`src/rtl/prgmem_loader_pkg.sv`:
```
// Shared brainhack definitions: program memory, tape and stack width defaults,
// plus the program loader state encoding and terminator default.
// The optional checksum feature of the loader is enabled by PRGMEM_LOADER_CHECKSUM_EN.

`ifndef BH_PRGMEM_ADDR_WIDTH
`define BH_PRGMEM_ADDR_WIDTH 8
`endif

`ifndef BH_INSTR_WIDTH
`define BH_INSTR_WIDTH 8
`endif

`ifndef BH_TAPE_ADDR_WIDTH
`define BH_TAPE_ADDR_WIDTH 15
`endif

`ifndef BH_STACK_DEPTH_WIDTH
`define BH_STACK_DEPTH_WIDTH 5
`endif

package prgmem_loader_pkg;

    localparam int PRGMEM_ADDR_WIDTH = `BH_PRGMEM_ADDR_WIDTH;
    localparam int INSTR_WIDTH       = `BH_INSTR_WIDTH;

    // Terminator defaults to an all-zero instruction word of whatever width.
    localparam logic END_WORD_FILL = 1'b0;

    typedef enum logic [2:0] {
        ST_IDLE  = 3'd0,
        ST_LOAD  = 3'd1,
        ST_TERM  = 3'd2,
        ST_DONE  = 3'd3,
        ST_ERROR = 3'd4
    } loader_state_e;

endpackage

```
`src/rtl/prgmem_loader_if.sv`:
```
// Program word stream into the loader: valid/data/last from the source,
// ready back from the loader. Carries i_checksum when PRGMEM_LOADER_CHECKSUM_EN
// is defined.

interface prgmem_loader_if
    import prgmem_loader_pkg::*;
#(
    parameter int DATA_WIDTH = INSTR_WIDTH
) ();

    logic                  i_valid;
    logic [DATA_WIDTH-1:0] i_data;
    logic                  i_last;
    logic                  o_ready;
`ifdef PRGMEM_LOADER_CHECKSUM_EN
    logic [DATA_WIDTH-1:0] i_checksum;
`endif

    modport master (
        output i_valid, i_data, i_last,
`ifdef PRGMEM_LOADER_CHECKSUM_EN
        output i_checksum,
`endif
        input  o_ready
    );

    modport slave (
        input  i_valid, i_data, i_last,
`ifdef PRGMEM_LOADER_CHECKSUM_EN
        input  i_checksum,
`endif
        output o_ready
    );

endinterface

```
`src/rtl/prgmem_addr_counter.sv`:
```
// Program memory write address counter: clear, increment modulo 2^ADDR_WIDTH,
// and a flag telling that the next increment wraps to zero.

module prgmem_addr_counter #(
    parameter int ADDR_WIDTH = 8
) (
    input  logic                  i_clock,
    input  logic                  i_reset,
    input  logic                  i_clear,
    input  logic                  i_inc,
    output logic [ADDR_WIDTH-1:0] o_addr,
    output logic                  o_wrap
);

    // Reset and clear both return to address 0; increment wraps naturally.
    always_ff @(posedge i_clock) begin
        if (i_reset || i_clear) begin
            o_addr <= '0;
        end else if (i_inc) begin
            o_addr <= o_addr + ADDR_WIDTH'(1);
        end
    end

    assign o_wrap = &o_addr;

endmodule

```
`src/rtl/prgmem_loader.sv`:
```
// Program memory loader: streams program words into program memory while the
// CPU is held, then appends a terminator word. Optional running-XOR checksum
// check of the program is enabled by PRGMEM_LOADER_CHECKSUM_EN.
//
// state    | meaning
// ST_IDLE  | waiting for i_start, CPU free
// ST_LOAD  | accepting program words, CPU held
// ST_TERM  | writing the terminator after the last word
// ST_DONE  | load complete, CPU free, i_start reloads
// ST_ERROR | overflow or checksum mismatch, left only by reset

module prgmem_loader
    import prgmem_loader_pkg::*;
#(
    parameter int                    ADDR_WIDTH = PRGMEM_ADDR_WIDTH,
    parameter int                    DATA_WIDTH = INSTR_WIDTH,
    parameter logic [DATA_WIDTH-1:0] END_WORD   = {DATA_WIDTH{END_WORD_FILL}}
) (
    input  logic                  i_clock,
    input  logic                  i_reset,
    input  logic                  i_start,
    prgmem_loader_if.slave        bus,
    output logic                  o_prgmem_in,
    output logic [ADDR_WIDTH-1:0] o_prgmem_addr,
    output logic [DATA_WIDTH-1:0] o_prgmem_data,
    output logic                  o_cpu_hold,
    output logic                  o_done,
    output logic                  o_overflow,
`ifdef PRGMEM_LOADER_CHECKSUM_EN
    output logic [DATA_WIDTH-1:0] o_checksum,
`endif
    output logic [ADDR_WIDTH:0]   o_count
);

    localparam logic [ADDR_WIDTH:0] COUNT_MAX = {1'b1, {ADDR_WIDTH{1'b0}}};

    loader_state_e         state;
    logic [ADDR_WIDTH-1:0] addr;
    logic                  addr_wrap;
    logic                  xfer;
    logic                  start_ok;

    assign xfer     = (state == ST_LOAD) && bus.o_ready && bus.i_valid;
    assign start_ok = i_start && ((state == ST_IDLE) || (state == ST_DONE));

`ifdef PRGMEM_LOADER_CHECKSUM_EN
    logic sum_bad;
    assign sum_bad = (o_checksum ^ bus.i_data) != bus.i_checksum;
`endif

    prgmem_addr_counter #(
        .ADDR_WIDTH (ADDR_WIDTH)
    ) u_addr_counter (
        .i_clock (i_clock),
        .i_reset (i_reset),
        .i_clear (start_ok),
        .i_inc   (xfer),
        .o_addr  (addr),
        .o_wrap  (addr_wrap)
    );

    // Loader FSM with all outputs registered; the write strobe is a one-cycle pulse.
    always_ff @(posedge i_clock) begin
        if (i_reset) begin
            state         <= ST_IDLE;
            bus.o_ready   <= 1'b0;
            o_prgmem_in   <= 1'b0;
            o_prgmem_addr <= '0;
            o_prgmem_data <= '0;
            o_cpu_hold    <= 1'b0;
            o_done        <= 1'b0;
            o_overflow    <= 1'b0;
            o_count       <= '0;
`ifdef PRGMEM_LOADER_CHECKSUM_EN
            o_checksum    <= '0;
`endif
        end else begin
            o_prgmem_in <= 1'b0;
            case (state)
                ST_IDLE, ST_DONE: begin
                    if (start_ok) begin
                        state       <= ST_LOAD;
                        bus.o_ready <= 1'b1;
                        o_cpu_hold  <= 1'b1;
                        o_done      <= 1'b0;
                        o_overflow  <= 1'b0;
                        o_count     <= '0;
`ifdef PRGMEM_LOADER_CHECKSUM_EN
                        o_checksum  <= '0;
`endif
                    end
                end
                ST_LOAD: begin
                    if (xfer) begin
                        o_prgmem_in   <= 1'b1;
                        o_prgmem_addr <= addr;
                        o_prgmem_data <= bus.i_data;
                        o_count       <= (o_count == COUNT_MAX) ? o_count : o_count + 1'b1;
`ifdef PRGMEM_LOADER_CHECKSUM_EN
                        o_checksum    <= o_checksum ^ bus.i_data;
`endif
                        if (bus.i_last) begin
                            bus.o_ready <= 1'b0;
`ifdef PRGMEM_LOADER_CHECKSUM_EN
                            if (sum_bad) begin
                                state <= ST_ERROR;
                            end else
`endif
                            if (addr_wrap) begin
                                // No room left for the terminator.
                                state      <= ST_DONE;
                                o_done     <= 1'b1;
                                o_cpu_hold <= 1'b0;
                            end else begin
                                state <= ST_TERM;
                            end
                        end else if (addr_wrap) begin
                            state       <= ST_ERROR;
                            bus.o_ready <= 1'b0;
                            o_overflow  <= 1'b1;
                        end
                    end
                end
                ST_TERM: begin
                    o_prgmem_in   <= 1'b1;
                    o_prgmem_addr <= addr;
                    o_prgmem_data <= END_WORD;
                    state         <= ST_DONE;
                    o_done        <= 1'b1;
                    o_cpu_hold    <= 1'b0;
                end
                ST_ERROR: begin
                    state <= ST_ERROR;
                end
                default: begin
                    state <= ST_IDLE;
                end
            endcase
        end
    end

endmodule

```
`src/flat_wrapper.sv`:
```
// flat-port wrapper written by rule: the top's interface ports become plain ports
module prgmem_loader_flat import prgmem_loader_pkg::*;
#(
    parameter int                    ADDR_WIDTH = PRGMEM_ADDR_WIDTH,
    parameter int                    DATA_WIDTH = INSTR_WIDTH,
    parameter logic [DATA_WIDTH-1:0] END_WORD   = {DATA_WIDTH{END_WORD_FILL}}
)
  (i_clock, i_reset, i_start, o_prgmem_in, o_prgmem_addr, o_prgmem_data, o_cpu_hold, o_done, o_overflow, o_count, bus_i_valid, bus_i_data, bus_i_last, bus_o_ready);
  prgmem_loader_if #(.DATA_WIDTH(DATA_WIDTH)) bus_i ();
  input  logic i_clock;
  input  logic i_reset;
  input  logic i_start;
  output logic o_prgmem_in;
  output logic [ADDR_WIDTH-1:0] o_prgmem_addr;
  output logic [DATA_WIDTH-1:0] o_prgmem_data;
  output logic o_cpu_hold;
  output logic o_done;
  output logic o_overflow;
  output logic [ADDR_WIDTH:0] o_count;
  input wire logic [$bits(bus_i.i_valid)-1:0] bus_i_valid;
  input wire logic [$bits(bus_i.i_data)-1:0] bus_i_data;
  input wire logic [$bits(bus_i.i_last)-1:0] bus_i_last;
  output wire logic [$bits(bus_i.o_ready)-1:0] bus_o_ready;
  assign bus_i.i_valid = bus_i_valid;
  assign bus_i.i_data = bus_i_data;
  assign bus_i.i_last = bus_i_last;
  assign bus_o_ready = bus_i.o_ready;
  prgmem_loader #(.ADDR_WIDTH(ADDR_WIDTH), .DATA_WIDTH(DATA_WIDTH), .END_WORD(END_WORD)) u_core (.i_clock(i_clock), .i_reset(i_reset), .i_start(i_start), .bus(bus_i), .o_prgmem_in(o_prgmem_in), .o_prgmem_addr(o_prgmem_addr), .o_prgmem_data(o_prgmem_data), .o_cpu_hold(o_cpu_hold), .o_done(o_done), .o_overflow(o_overflow), .o_count(o_count));
endmodule
```
`config.mk`:
```
export PLATFORM = sky130hd
export DESIGN_NAME = prgmem_loader_flat
export DESIGN_NICKNAME = d
export VERILOG_FILES = /design/src/rtl/prgmem_loader_pkg.sv /design/src/rtl/prgmem_loader_if.sv /design/src/rtl/prgmem_addr_counter.sv /design/src/rtl/prgmem_loader.sv /design/src/flat_wrapper.sv
export SDC_FILE = /design/constraint.sdc
export NUM_CORES = 1
export LEC_CHECK = 0
export CAP_MARGIN = 20
export CORE_UTILIZATION = 40
export DETAILED_ROUTE_END_ITERATION = 10
export HOLD_SLACK_MARGIN = 0.03
export PLACE_DENSITY = 0.67
export SYNTH_ARGS = -nofsm -noshare
export SYNTH_HDL_FRONTEND = slang
export SYNTH_SLANG_ARGS = --single-unit
```
`constraint.sdc`:
```
create_clock -name i_clock -period 1.8 [get_ports i_clock]
set_input_delay 0.27 -clock i_clock [delete_from_list [all_inputs] [get_ports i_clock]]
set_output_delay 0.27 -clock i_clock [all_outputs]
set_load 0.005 [all_outputs]
```
# Word-level counts from Yosys, hierarchy flattened
# Cells that the tools add are included.
[word_totals]
output_inout_bits = 30
word_cells = 73
ff_bits = 41
inputBits = 13
[classes]
add_sub_neg = 2
eq_ne = 12
muxes = 32
reduce_logical = 17
[ops]
columns = ["op", "n"]
rows = [
  ["8-bit one-hot mux with 2 select lines", 2],
  ["9-bit two-way mux", 3],
  ["9-bit one-hot mux with 2 select lines", 1],
  ["8-bit two-way mux", 2],
  ["1-bit two-way mux", 14],
  ["3-bit two-way mux", 4],
  ["3-bit one-hot mux with 4 select lines", 1],
  ["2-bit != test (second input constant)", 5],
  ["5-bit AND reduction", 2],
  ["9-bit by 1-bit adder with 9-bit output (second input constant)", 1],
  ["9-bit equality test (second input constant)", 1],
  ["8-bit by 1-bit adder with 8-bit output (second input constant)", 1],
  ["4-bit AND reduction", 2],
  ["8-bit AND reduction", 1],
  ["3-bit by 2-bit equality test with 1-bit output (second input constant)", 2],
  ["1-bit one-hot mux with 2 select lines", 3],
  ["1-bit one-hot mux with 3 select lines", 2],
  ["2-bit nonzero test", 2],
  ["3-bit by 1-bit equality test with 1-bit output (second input constant)", 1],
  ["3-bit equality test (second input constant)", 1],
  ["1-bit logical AND", 3],
  ["3-bit zero test", 1],
  ["3-bit by 2-bit != test with 1-bit output (second input constant)", 1],
  ["3-bit AND reduction", 1],
  ["other kinds (5)", 6],
]

# Depth between registers and ports, before layout
# Gate-level depths: netlist of the first run.
[depth]
word_depth = 5
mapped_depth = 6
depth_no_buf = 6

# Hierarchy
# Synthesis of the first run repeated with hierarchy kept, for this count alone.
[unflattened]
cells_unflattened = 220
area_unflattened_um2 = 1901.8
[by_module_without_submodules]
columns = ["mod", "area_per_inst_um2", "cells_per_inst", "seq_area_each_um2", "instances"]
rows = [
  ["prgmem_loader", 1546.5, 180, 660.6, 1],
  ["prgmem_addr_counter", 355.3, 40, 160.2, 1],
]

# Least setup slack after synthesis of the first run
# Ideal clock, no wire load.
[synth_path]
path_kind = "register to register"
start = "register u_core.state[2]"
end = "register u_core.o_count[3]"
setup_ps = 84
slack_ps = 295
t_required_ps = 1716
synth_period_minus_slack_ps = 1505
stages_incl_launch_ff = 6
n_path_buf = 1
arrival_time_ps = 1421
path_cell_list = "dfxtp_1 -> buf_4 -> nor3b_4 -> nand3_2 -> or3_1 -> o31ai_2"
[synth_between]
elab_chain_cells = 5
word_cells_on_any_way = 14
classes_between = "eq/ne: 5; mux: 1; reduce/logical: 8"
[synth_rtl]
columns = ["element", "line_no", "source"]
rows = [
  ["start: declaration", "prgmem_loader.sv:37", "loader_state_e state;"],
  ["start signal: assignment", "prgmem_loader.sv:65", "state <= ST_IDLE;"],
  ["start signal: assignment", "prgmem_loader.sv:82", "state <= ST_LOAD;"],
  ["start signal: assignment", "prgmem_loader.sv:111", "state <= ST_DONE;"],
  ["3-bit by 1-bit equality test with 1-bit output (tied with other cells)", "prgmem_loader.sv:43, prgmem_loader.sv:79", ""],
  ["1-bit logical AND / 1-bit logical OR (equally long branches)", "prgmem_loader.sv:43, prgmem_loader.sv:44", ""],
  ["1-bit logical AND (on tied branches)", "prgmem_loader.sv:43, prgmem_loader.sv:44", ""],
  ["2-bit != test (no line)", "--", ""],
  ["4-bit AND reduction (no line)", "--", ""],
  ["end signal: assignment", "prgmem_loader.sv:98", "o_count <= (o_count == COUNT_MAX) ? o_count : o_count + 1'b1;"],
  ["end: declaration", "prgmem_loader.sv:32", "output logic [ADDR_WIDTH:0] o_count"],
]
# Parallel ways exist; a longest one is shown, timed or not.
# A chain may end at the register's enable or synchronous reset.

# Worst setup path after layout of the first run
[layout_path]
start = "register u_core.state[1]"
end = "register u_core.o_cpu_hold"
[layout_between]
elab_chain_cells = 5
word_cells_on_any_way = 16
classes_between = "eq/ne: 7; mux: 1; reduce/logical: 8"
[layout_rtl]
columns = ["element", "line_no", "source"]
rows = [
  ["3-bit by 1-bit equality test with 1-bit output (tied with other cells)", "prgmem_loader.sv:43, prgmem_loader.sv:79", ""],
  ["1-bit logical AND / 1-bit logical OR (equally long branches)", "prgmem_loader.sv:43, prgmem_loader.sv:44", ""],
  ["1-bit logical AND (on tied branches)", "prgmem_loader.sv:43, prgmem_loader.sv:44", ""],
  ["2-bit != test (no line)", "--", ""],
  ["5-bit AND reduction (no line)", "--", ""],
  ["end signal: assignment", "prgmem_loader.sv:70", "o_cpu_hold <= 1'b0;"],
  ["end signal: assignment", "prgmem_loader.sv:84", "o_cpu_hold <= 1'b1;"],
  ["end signal: assignment", "prgmem_loader.sv:113", "o_cpu_hold <= 1'b0;"],
  ["end: declaration", "prgmem_loader.sv:26", "output logic o_cpu_hold,"],
]
# Parallel ways exist; a longest one is shown, timed or not.

==> impl_metrics.py, run 1 <==
metrics = {
    "route": {
        "met1_length_um": 2280,
        "via_count": 1779,
        "viasPerCell": 5.31,
        "drt-total-wl_um": 4520,
        "ant_nets": 0,
        "met2_wirelength_um": 1980,
        "wl_met3_um": 183,
        "first_pass_iters": 4,
        "routed.top_layer": "met4",
        "drt_iter0_markers": 92,
        "drcViolationCount": 0,
        "wire_per_inst_um": 13.5,
    },
    "synth": {
        "synthDistinctLibCells": 46,
        "synth_fp_nets": 238,
        "synth_mux_area_frac": 0.0467,
        "ys_async_sr_fraction": 0,
        "synth_top_family_by_area": "simple AND/OR/NAND/NOR gates",
        "synth-xor-area-share": 0.0318,
        "synth_compound_area_frac": 0.140,
        "ys_seq_area_frac": 0.425,
        "syn-cell-area_um2": 1930,
        "syn_area_per_cell_um2": 8.70,
        "syn_inst": 222,
        "yosysWarningCount": 0,
        "synth_edf_count": 0,
        "synth-simple-area-share": 0.290,
        "ys.flop_type": "dfxtp_1",
        "ys_ff_latch": 41,
        "synth_adder_area_share": 0.0194,
    },
    "timing": {
        "hold_violations": 0,
        "tns_ps": 0,
        "finalClockSkew_ps": 9.01,
        "fin_crit_sh": 0.963,
        "period_minus_slack_ps": 1730,
        "slew_violations": 0,
        "max_freq_mhz": 577,
        "tightest_slew_ps": 405,
        "finalSetupViolCount": 0,
        "max_slew_margin": 0.728,
        "rsz0062_at_grt": "yes",
    },
    "worst_setup_path": {
        "crit_start": "u_core.state[1]$_SDFFE_PP0P_",
        "path_max_fanout": 8,
        "path_class": "register to register",
        "reg2reg_from": "u_core.state[1]$_SDFFE_PP0P_",
        "arrival_ps": 1920,
        "worstSetupEndpointType": "register",
        "required_ps": 1980,
        "max_stage_delay_ps": 430,
        "start_kind": "register",
        "path_cells": "or3b_1, nor4_1, nor2_1, a31o_2",
        "r2r_slack_ps": 70,
        "cp_slowest_cell": "or3b_1",
    },
    "clock_network": {
        "cts_resized": 0,
        "cts_hold_buf": 0,
        "clk_path_buf_depth": 2,
        "cts_tree": "yes",
        "cts_buffers": 5,
        "htreeDepth": 2,
        "clkTransAtPathRegs_ps": 80,
        "clock_latency_ps": 290,
        "clkSinkCount": 41,
        "post_cts_buffers": 0,
        "root_buffer": "clkbuf_8",
    },
    "global_routing": {
        "grt_first_pass_wirelength_um": 7670,
        "grt_start_max_net_pins": 14,
        "gr-total-overflow": 0,
        "gr-usage-all-layers": 0.190,
        "antenna_found_initial": 0,
        "grt_pass1_vias": 1655,
    },
    "layout": {
        "antenna_cells_inserted": 0,
        "final_net_count": 299,
        "area_growth_pct": 35.5,
        "num-fill-cells": 425,
        "drive_gt1_frac": 0.138,
    },
    "floorplanning": {
        "dieArea_um2": 5110,
        "core_area_um2": 4500,
        "initial_core_util": 0.429,
        "die_h_um": 71.5,
        "row_count": 24,
        "die_w_um": 71.5,
        "ioPinCount": 43,
    },
    "hold_path": {
        "hold_class": "register to register",
        "hp-start": "u_core.o_prgmem_data[1]$_SDFFE_PP0P_",
    },
    "outcome": {
        "status": "finished clean",
    },
    "power_and_ir_drop": {
        "power_mw": 1.85,
        "leakagePower_nw": 0.910,
        "p_per_area_nw_per_um2": 707,
        "vdd_drop_max_mv": 0.429,
    },
    "placed_design": {
        "io_buffers": 42,
        "dp_hpwl_um": 3230,
        "gp_congestion": 0.855,
    },
    "run": {
        "cap_violations": 0,
    },
}
[stage by stage]
step	instance area, um2	std cells	hold WS [ps]	worst slack, ps	utilization
6_report	2620	335	457	65.9	0.581
2_1_floorplan	1930	222	379	295	-
4_1_cts	2610	335	457	89.4	0.579
3_5_place_dp	2520	328	446	-137	0.559
5_1_grt	2620	335	473	-7.94	0.581
3_3_place_gp	2520	328	446	-124	0.559
[worst paths after layout]
path | end | cells past startpoint
min reg2reg | u_core.o_prgmem_data[1]$_SDFFE_PP0P_ | 2
max reg2reg | u_core.o_cpu_hold$_SDFFE_PP0P_ | 4
max | u_core.o_cpu_hold$_SDFFE_PP0P_ | 4
min | u_core.o_prgmem_data[1]$_SDFFE_PP0P_ | 2
[synthesized netlist by cell type (all sizes together) (2+ instances only)]
library cell / number / area (um2)
dfxtp: 41 / 821
nand2: 30 / 113
nor2: 25 / 98.8
a21oi: 18 / 101
mux2i: 9 / 90.1
nand3: 9 / 50.1
o21ai: 9 / 45.0
nor3: 8 / 40.0
xnor2: 7 / 61.3
buf: 6 / 46.3
inv: 6 / 22.5
nand4b: 5 / 58.8
and2: 4 / 25.0
nand2b: 4 / 25.0
clkbuf: 3 / 21.3
ha: 3 / 37.5
nand4: 3 / 18.8
nor2b: 3 / 18.8
nor4: 3 / 18.8
o22ai: 3 / 18.8
a31o: 2 / 17.5
and3: 2 / 12.5
nor4b: 2 / 17.5
o211ai: 2 / 15.0
or3: 2 / 12.5
or3b: 2 / 17.5
[state kept, by name (all words and copies together), names as in the netlist]
register                      flops
u_core.o_count                    9
u_core.o_prgmem_in                1
u_core.u_addr_counter.o_addr      8
u_core.o_done                     1
u_core.bus.o_ready                1
u_core.o_prgmem_addr              8
u_core.o_overflow                 1
u_core.o_prgmem_data              8
u_core.state                      3
u_core.o_cpu_hold                 1
[power by group]
part	switching, mW	internal (mW)
clock network	0.311	0.303
registers	0.0215	0.926
logic	0.140	0.146
total	0.473	1.38
[worst max-delay path, delay by kind of cell (launching register included)]
kind | cells | cell delay [ps]
and+or+nand+nor | 3 | 960
DFF | 1 | 400
AOI/OAI and AO/OA | 1 | 250
[cell usage in the layout, fill, tap and decap left out, types with 3 or more instances in the layout]
cell | synthesis | routed
a21oi_1 | 17 | 17
and2_1 | 4 | 4
buf_4 | 2 | 20
clkbuf_8 | 1 | 6
clkdlybuf4s50_1 | 0 | 42
dfxtp_1 | 41 | 41
ha_1 | 3 | 3
inv_1 | 6 | 6
mux2i_1 | 9 | 9
nand2_1 | 30 | 30
nand2b_1 | 4 | 4
nand3_1 | 8 | 8
nand4_1 | 3 | 3
nand4b_1 | 4 | 4
nor2_1 | 23 | 23
nor2b_1 | 3 | 3
nor3_1 | 8 | 8
o21ai_0 | 8 | 8
o22ai_1 | 3 | 3
xnor2_1 | 7 | 7
[final cells by class]
cell class | instances | area [um2] | share of cell area
Clock inverter | 1 | 7.51 | 0.00287
Clock buffer | 6 | 82.6 | 0.0316
Sequential cell | 41 | 821 | 0.314
Tap cell | 52 | 65.1 | 0.0249
Multi-Input combinational cell | 166 | 1030 | 0.392
Inverter | 6 | 22.5 | 0.00861
Timing Repair Buffer | 63 | 591 | 0.226
[cells by family after synthesis]
| group | after synthesis |
|---|---|
| AOI/OAI and AO/OA | 42 |
| xor gates and xnor gates | 7 |
| muxes | 9 |
| buffers and inverters | 15 |
| and+or+nand+nor | 105 |
| adders and majority gates | 3 |
| DFF | 41 |
[routing by layer]
| metal | up-vias | global-route usage |
|---|---|---|
| met5 | - | 0 |
| met4 | 0 | 0.0697 |
| met3 | 6 | 0.0394 |
| met2 | 41 | 0.301 |
| met1 | 830 | 0.257 |
| li1 | 902 | - |
Note: power is estimated with default switching activity, not from simulation.
==> run 2, diff against run 1 <==
==> constraint.sdc (replaced) <==
create_clock -name i_clock -period 1.8 [get_ports i_clock]
set_input_delay 0.27 -clock i_clock [delete_from_list [all_inputs] [get_ports i_clock]]
set_output_delay 0.27 -clock i_clock [all_outputs]
set_load 0.02 [all_outputs]
==> results of run 2 <==
The final DEF is identical to that of run 1. Status: finished clean.
Among the figures that moved: setup slack after layout 65.9 ps -> 51.5 ps; start point of the critical path u_core.state[1]$_SDFFE_PP0P_ -> u_core.bus.o_ready$_SDFFE_PP0P_; end point of the critical path u_core.o_cpu_hold$_SDFFE_PP0P_ -> bus_o_ready; total power 1.85 mW -> 1.87 mW; worst IR drop on VDD 0.429 mV -> 0.430 mV
==> run 3, diff against run 2 <==
--- a/config.mk
+++ b/config.mk
@@ -9,7 +9,8 @@
 export CORE_UTILIZATION = 40
 export DETAILED_ROUTE_END_ITERATION = 10
 export HOLD_SLACK_MARGIN = 0.03
-export PLACE_DENSITY = 0.67
+export PLACE_DENSITY = 0.66
+export SLEW_MARGIN = 20
 export SYNTH_ARGS = -nofsm -noshare
 export SYNTH_HDL_FRONTEND = slang
 export SYNTH_SLANG_ARGS = --single-unit
==> run 3 against run 2 <==
  * Critical path depth did not move
  * Total power up 14%
  * Die area stayed put
  * Sequential power barely moved
  * Worst hold slack worse by 2.5 ps
  * Non-clock buffer count increased by 4
  * Sequential share of layout area fell by 1.1 points
  * Design area up 3.8%
  * Utilization is 2.2 points higher
  * Wire length is 0.15% higher
  * Flip-flop and latch count stayed put
  * Critical path type unchanged
==> impl_metrics.py, run 3 (synthesis results as in run 1) <==
metrics = {
    "global_routing": {
        "grt_first_pass_wirelength_um": 7690,
        "gr-total-overflow": 0,
        "gr-usage-all-layers": 0.193,
        "grt_pass1_vias": 1634,
        "grt_start_max_net_pins": 14,
        "antenna_found_initial": 0,
    },
    "route": {
        "drcViolationCount": 0,
        "first_pass_iters": 4,
        "drt-total-wl_um": 4520,
        "ant_nets": 0,
        "met2_wirelength_um": 2050,
        "drt_iter0_markers": 82,
        "via_count": 1782,
        "wl_met3_um": 184,
        "viasPerCell": 5.24,
        "routed.top_layer": "met4",
        "wire_per_inst_um": 13.3,
        "met1_length_um": 2230,
    },
    "worst_setup_path": {
        "path_max_fanout": 6,
        "arrival_ps": 1450,
        "max_stage_delay_ps": 660,
        "r2r_slack_ps": 130,
        "worst-path-buf-inv": 1,
        "path_cells": "clkdlybuf4s50_1",
        "reg2reg_depth": 5,
        "required_ps": 1530,
        "cp_slowest_cell": "clkdlybuf4s50_1",
        "cp_top_family": "buffers and inverters",
        "worstSetupEndpointType": "output pin",
        "path_class": "register to output pin",
        "path_depth": 1,
        "start_kind": "register",
    },
    "timing": {
        "finalSetupViolCount": 0,
        "rsz0062_at_grt": "no",
        "fin_crit_sh": 0.958,
        "hold_violations": 0,
        "tns_ps": 0,
        "period_minus_slack_ps": 1720,
        "tightest_slew_ps": 325,
        "finalClockSkew_ps": 5.66,
        "slew_violations": 0,
        "max_slew_margin": 0.780,
        "max_freq_mhz": 580,
    },
    "power_and_ir_drop": {
        "power_mw": 2.13,
        "p_per_area_nw_per_um2": 785,
        "leakagePower_nw": 0.958,
        "vdd_drop_max_mv": 0.510,
    },
    "placed_design": {
        "gp_congestion": 0.797,
        "dp.cells": 331,
        "io_buffers": 42,
        "dp_hpwl_um": 3170,
    },
    "hold_path": {
        "hold_depth": 2,
        "hold_class": "register to register",
    },
    "layout": {
        "final_common_cell": "clkdlybuf4s50_1",
        "drive_gt1_frac": 0.160,
        "area_growth_pct": 40.6,
        "largest_register": "u_core.o_count",
        "mostFrequentLayoutCells": "clkdlybuf4s50_1 (42), dfxtp_1 (41), nand2_1 (30)",
        "final_net_count": 303,
        "final_cells": 340,
        "antenna_cells_inserted": 0,
        "num-fill-cells": 409,
        "largest_reg_flops": 9,
    },
    "clock_network": {
        "cts_buffers": 5,
        "clkSinkCount": 41,
        "htreeDepth": 2,
        "clock_latency_ps": 290,
        "clk_path_buf_depth": 2,
        "root_buffer": "clkbuf_8",
        "cts_hold_buf": 0,
        "cts_tree": "yes",
        "clkTransAtPathRegs_ps": 80,
    },
    "floorplanning": {
        "core_area_um2": 4500,
        "ioPinCount": 43,
        "row_count": 24,
        "dieArea_um2": 5110,
        "die_h_um": 71.5,
        "die_w_um": 71.5,
        "initial_core_util": 0.429,
    },
    "run": {
        "cap_violations": 0,
    },
    "outcome": {
        "status": "finished clean",
    },
}
==> run 3: repair_timing <==
| action | CTS | global route |
|---|---|---|
| setup buffers | 0 | 1 |
| endpoints found under the hold margin | 0 | 0 |
| resized for setup | 0 | 3 |
| setup endpoints to repair | 0 | 4 |
==> run 3: area by class of cell <==
class,instances,area [um2],share of cell area
Clock buffer,5,68.8,0.0254
Clock inverter,3,65.1,0.0240
Inverter,6,22.5,0.00830
Multi-Input combinational cell,166,1040,0.383
Sequential cell,41,821,0.302
Tap cell,52,65.1,0.0240
Timing Repair Buffer,67,633,0.233
==> run 3: path summary, 6_finish.rpt <==
kind                                          endpoint                            startpoint
setup / recovery                           bus_o_ready       u_core.bus.o_ready$_SDFFE_PP0P_
hold reg to reg   u_core.o_prgmem_data[4]$_SDFFE_PP0P_  u_core.o_prgmem_data[4]$_SDFFE_PP0P_
hold / removal    u_core.o_prgmem_data[4]$_SDFFE_PP0P_  u_core.o_prgmem_data[4]$_SDFFE_PP0P_
setup reg to reg        u_core.o_count[4]$_SDFFE_PP0P_          u_core.state[1]$_SDFFE_PP0P_
==> run 3: per-stage QoR <==
stage,utilization,cell area (um2),setup WS [ps],hold WS [ps]
finish,0.603,2710,75.3,455
detailed placement,0.567,2550,-148,447
global route,0.603,2710,15.3,477
floorplan,-,1930,178,379
global placement,0.567,2550,-114,445
CTS,0.597,2690,75.2,458
==> run 3: power by group <==
part           internal [mW]  total (mW)  switching [mW]
Combinational          0.157       0.319           0.162
Clock                  0.551       0.867           0.316
Sequential             0.926       0.945          0.0194
Total                   1.63        2.13           0.497
==> run 3: per-layer routing <==
layer	GRT usage	vias up
met1	0.264	826
met2	0.299	37
met3	0.0394	4
met4	0.0741	0
met5	0	-
li1	-	915
